### config.mk
export PLATFORM = sky130hd
export DESIGN_NAME = s_axi4l_reg_arbiter
export DESIGN_NICKNAME = d
export VERILOG_FILES = /design/src/rtl/s_axi4l_reg_arbiter.sv
export SDC_FILE = /design/constraint.sdc
export NUM_CORES = 1
export LEC_CHECK = 0
export CORE_MARGIN = 2
export CORE_UTILIZATION = 44
export DETAILED_ROUTE_END_ITERATION = 16
export GPL_TIMING_DRIVEN = 0
export PLACE_DENSITY = 0.83
export SYNTH_ARGS = -nofsm -noshare
export SYNTH_HDL_FRONTEND = slang
export SYNTH_SLANG_ARGS = --single-unit
### constraint.sdc
create_clock -name i_axi_clock -period 3.81 [get_ports i_axi_clock]
set_input_delay 0.381 -clock i_axi_clock [delete_from_list [all_inputs] [get_ports i_axi_clock]]
set_output_delay 0.381 -clock i_axi_clock [all_outputs]
set_load 0.1 [all_outputs]
### src/rtl/s_axi4l_reg_arbiter.sv
// Round-robin scheduler that serializes AXI4-Lite read and write requesters
// onto a single-port register bank with a one-cycle registered read.
module s_axi4l_reg_arbiter #(
  parameter int AXI_DATA_WIDTH = 32,
  parameter int AXI_ADDR_WIDTH = 4,
  parameter int AXI_STRB_WIDTH = AXI_DATA_WIDTH / 8
) (
  input  logic                      i_axi_clock,
  input  logic                      i_axi_aresetn,
  input  logic                      i_rd_req,
  input  logic [AXI_ADDR_WIDTH-1:0] i_rd_addr,
  output logic [AXI_DATA_WIDTH-1:0] o_rd_data,
  output logic                      o_rd_done,
  input  logic                      i_wr_req,
  input  logic [AXI_ADDR_WIDTH-1:0] i_wr_addr,
  input  logic [AXI_DATA_WIDTH-1:0] i_wr_data,
  input  logic [AXI_STRB_WIDTH-1:0] i_wr_strb,
  output logic                      o_wr_done,
  output logic [AXI_ADDR_WIDTH-1:0] o_reg_addr,
  output logic                      o_reg_ren,
  output logic                      o_reg_wen,
  output logic [AXI_DATA_WIDTH-1:0] o_reg_wdata,
  output logic [AXI_STRB_WIDTH-1:0] o_reg_wstrb,
  input  logic [AXI_DATA_WIDTH-1:0] i_reg_rdata,
  output logic                      o_busy
);

  typedef enum logic [2:0] {
    IDLE,
    RD_ISSUE,
    RD_CAPTURE,
    RD_RESP,
    WR_ISSUE,
    WR_RESP
  } state_t;

  state_t                    state;
  state_t                    state_next;
  logic                      prio_wr;
  logic                      grant_rd;
  logic                      grant_wr;
  logic [AXI_ADDR_WIDTH-1:0] lat_addr;
  logic [AXI_DATA_WIDTH-1:0] lat_wdata;
  logic [AXI_STRB_WIDTH-1:0] lat_wstrb;

  // Requests only matter in IDLE; prio_wr breaks ties when both sides ask.
  always_comb begin
    state_next = state;
    grant_rd   = 1'b0;
    grant_wr   = 1'b0;
    case (state)
      IDLE: begin
        if (i_rd_req && (!i_wr_req || !prio_wr)) begin
          grant_rd   = 1'b1;
          state_next = RD_ISSUE;
        end else if (i_wr_req) begin
          grant_wr   = 1'b1;
          state_next = WR_ISSUE;
        end
      end
      RD_ISSUE:   state_next = RD_CAPTURE;
      RD_CAPTURE: state_next = RD_RESP;
      RD_RESP:    state_next = IDLE;
      WR_ISSUE:   state_next = WR_RESP;
      WR_RESP:    state_next = IDLE;
      default:    state_next = IDLE;
    endcase
  end

  always_ff @(posedge i_axi_clock or negedge i_axi_aresetn) begin
    if (!i_axi_aresetn) begin
      state     <= IDLE;
      prio_wr   <= 1'b0;
      lat_addr  <= '0;
      lat_wdata <= '0;
      lat_wstrb <= '0;
      o_rd_data <= '0;
    end else begin
      state <= state_next;
      if (grant_rd) begin
        prio_wr  <= 1'b1;
        lat_addr <= i_rd_addr;
      end
      if (grant_wr) begin
        prio_wr   <= 1'b0;
        lat_addr  <= i_wr_addr;
        lat_wdata <= i_wr_data;
        lat_wstrb <= i_wr_strb;
      end
      // The bank's registered read data is valid exactly in RD_CAPTURE.
      if (state == RD_CAPTURE) begin
        o_rd_data <= i_reg_rdata;
      end
    end
  end

  assign o_reg_ren   = (state == RD_ISSUE);
  assign o_reg_wen   = (state == WR_ISSUE);
  assign o_reg_addr  = (o_reg_ren || o_reg_wen) ? lat_addr : '0;
  assign o_reg_wdata = o_reg_wen ? lat_wdata : '0;
  assign o_reg_wstrb = o_reg_wen ? lat_wstrb : '0;
  assign o_rd_done   = (state == RD_RESP);
  assign o_wr_done   = (state == WR_RESP);
  assign o_busy      = (state != IDLE);

endmodule

==> impl_metrics.env <==
export IMPL_firstDrtPassIters=4
export IMPL_tritoncts="built"
export IMPL_yosys_warnings=0
export IMPL_maxSlewHeadroom_pct=31.9
export IMPL_synth_top_family_by_area="multiplexers"
export IMPL_dpl_cell_count=491
export IMPL_dieArea_um2=8390
export IMPL_wl_per_cell_um=15.6
export IMPL_grt_max_degree=44
export IMPL_setup_viol=0
export IMPL_syn_inst=235
export IMPL_syn_area_um2=3380
export IMPL_cp_required_ns=3.43
export IMPL_drv_cap=0
export IMPL_place_gp_congestion=0.718
export IMPL_first_global_vias=2641
export IMPL_register_area_um2=1900
export IMPL_cp_arrival_ns=3.10
export IMPL_instances_no_fill=508
export IMPL_drt_wl_total_mm=7.91
export IMPL_min_path_type="register to register"
export IMPL_drt_vias_per_instance=4.83
export IMPL_ios=157
export IMPL_drive_above_1_share_pct=24.4
export IMPL_final_hold_viol_count=0
export IMPL_r2r_cells=6
export IMPL_vias=2455
export IMPL_cts_num_sinks=76
export IMPL_die_height_um=91.6
export IMPL_grt_pass1_wl_mm=13.0
export IMPL_die_x_um=91.6
export IMPL_muxShareOfSynthArea_pct=26.6
export IMPL_n_fill_cell=513
export IMPL_rows=31
export IMPL_route_detailed_drc=0
export IMPL_synth_compound_area_share_pct=2.70
export IMPL_min_period_ns=3.48
export IMPL_final_common_cell="clkdlybuf4s50_1"
export IMPL_overflow=0
export IMPL_cts_buffer_depth=2
export IMPL_startpoint_type="register"
export IMPL_numPortBuffers=156
export IMPL_maxClockFrequency_ghz=0.288
export IMPL_slew_violations=0
export IMPL_setup_tns_ns=0
export IMPL_path_clk_slew_ns=0.07
export IMPL_finalCritPeriodShare_pct=91.3
export IMPL_track_usage_pct=19.4
export IMPL_worstPathMaxFanout=10
export IMPL_status="completed"
export IMPL_syn_area_per_cell_um2=14.4
export IMPL_synth_adder_area_share_pct=0
export IMPL_synth_cell_type_count=28
export IMPL_cp_end_kind="primary output"
export IMPL_ant_nets=0
export IMPL_nNetsFinal=484
export IMPL_worstSetupPathType="register to primary output"
export IMPL_drt_iter0_drc=45
export IMPL_most_common_layout_cells="clkdlybuf4s50_1, dfrtp_1, and2_1"
export IMPL_synth_nets=315
export IMPL_coreArea_um2=7330
export IMPL_fin_skew_ns=0.00572
export IMPL_synthSimpleGateAreaFrac_pct=11.4
export IMPL_clk_latency_ns=0.33
export IMPL_ys_seq_elements=76
export IMPL_cts_setup_buffers=0
export IMPL_synth_xor_area_share_pct=0
export IMPL_start_util_pct=46.1
export IMPL_hold_path_depth=1
export IMPL_rsz0062_at_grt="false"
export IMPL_seq_area_frac_synth_pct=56.3
export IMPL_dp_hpwl_mm=5.79
export IMPL_cts_made_buffers=9
export IMPL_worst_slew_pin_transition_ns=1.02
export IMPL_antenna_cells=0
export IMPL_cts_root_buf="clkbuf_8"
export IMPL_multi_input_area_um2=1370
export IMPL_antenna_found_initial=0
export IMPL_syn2layout_area_growth_pct=57.4
export IMPL_h_tree_depth=3
==> final timing paths <==
check	from	slack, ns	to
min	lat_wdata[24]	0.50	lat_wdata[24]
max in group asynchronous	i_axi_aresetn	2.70	lat_wdata[8]
max reg2reg	state[2]	1.82	lat_wstrb[2]
max	state[2]	0.33	o_reg_wdata[7]
min reg2reg	lat_wdata[24]	0.50	lat_wdata[24]
min in group asynchronous	i_axi_aresetn	0.53	o_rd_data[26]
==> Yosys cell counts <==
master     n  share of area (%)
and3_1     1               0.19
mux2_4    35                 16
a21oi_1    1               0.15
nor4_1     4               0.74
nor3b_2    1               0.37
or2_2      1               0.19
nor3b_1    1               0.22
inv_2      1               0.11
a31oi_1    4               0.74
or3_1      1               0.19
nand3_1    4               0.59
nand2b_1   2               0.37
mux2_2    33                 11
a22o_1     1               0.26
nor3_4     1               0.48
inv_1      2               0.22
nor2b_1    1               0.19
o21ba_2    1               0.30
and2_1    40                7.4
o21ai_0    5               0.74
nor3_1     1               0.15
buf_6      5                1.7
a21boi_0   1               0.22
a21bo_2    1               0.30
dfrtp_1   76                 56
clkbuf_1   5               0.56
buf_2      3               0.44
nor2_1     3               0.33
==> flip-flops by register name, summed over array words and instances, names as in the netlist <==
name / count
state: 3
lat_wstrb: 4
lat_wdata: 32
o_rd_data: 32
prio_wr: 1
lat_addr: 4
==> through the flow <==
stage	util [%]	setup slack (ns)	hold slack, ns	area (um^2)
final	72.5	0.332	0.503	5320
after global routing	72.5	0.0748	0.521	5320
after global placement	69.1	-0.255	0.479	5060
after floorplan	-	0.865	0.0854	3380
after CTS	72.5	0.264	0.506	5320
after detailed placement	69.3	0.654	0.361	5080
==> worst max-delay path, cell delays in order, from the launching register on <==
cell and delay, ns:
dfrtp_1 0.49, nor3b_1 0.27, clkbuf_1 0.34, clkbuf_1 0.35
and2_1 0.19, clkdlybuf4s50_1 1.13
==> layer usage <==
layer	vias to the layer above	track usage, %	wire (um)
met5	-	0	0
met4	0	6.82	143
met3	15	5.15	548
met2	95	31.9	3930
met1	1201	24.7	3290
li1	1144	-	-
==> what timing repair did <==
action,4_1_cts,5_1_grt
endpoints found under the hold margin,14,0
resized for setup,0,0
hold buffers,1,0
==> kinds of logic after synthesis <==
| family | Yosys count |
|---|---|
| buffers and inverters | 16 |
| and+or+nand+nor | 61 |
| DFF | 76 |
| muxes | 68 |
| AOI/OAI and AO/OA | 14 |
==> layout make-up <==
class	count	share of cell area (%)
plain buffers	13	1.69
clock buffers	10	2.59
clock inverters	6	1.65
inverters	3	0.212
multi-input cells	143	25.8
flip-flops and latches	76	35.8
well taps	99	2.33
repair buffers	158	29.9
Power is not shown: default switching activity piles up to over one toggle a cycle in this logic, so the estimate is an artifact.
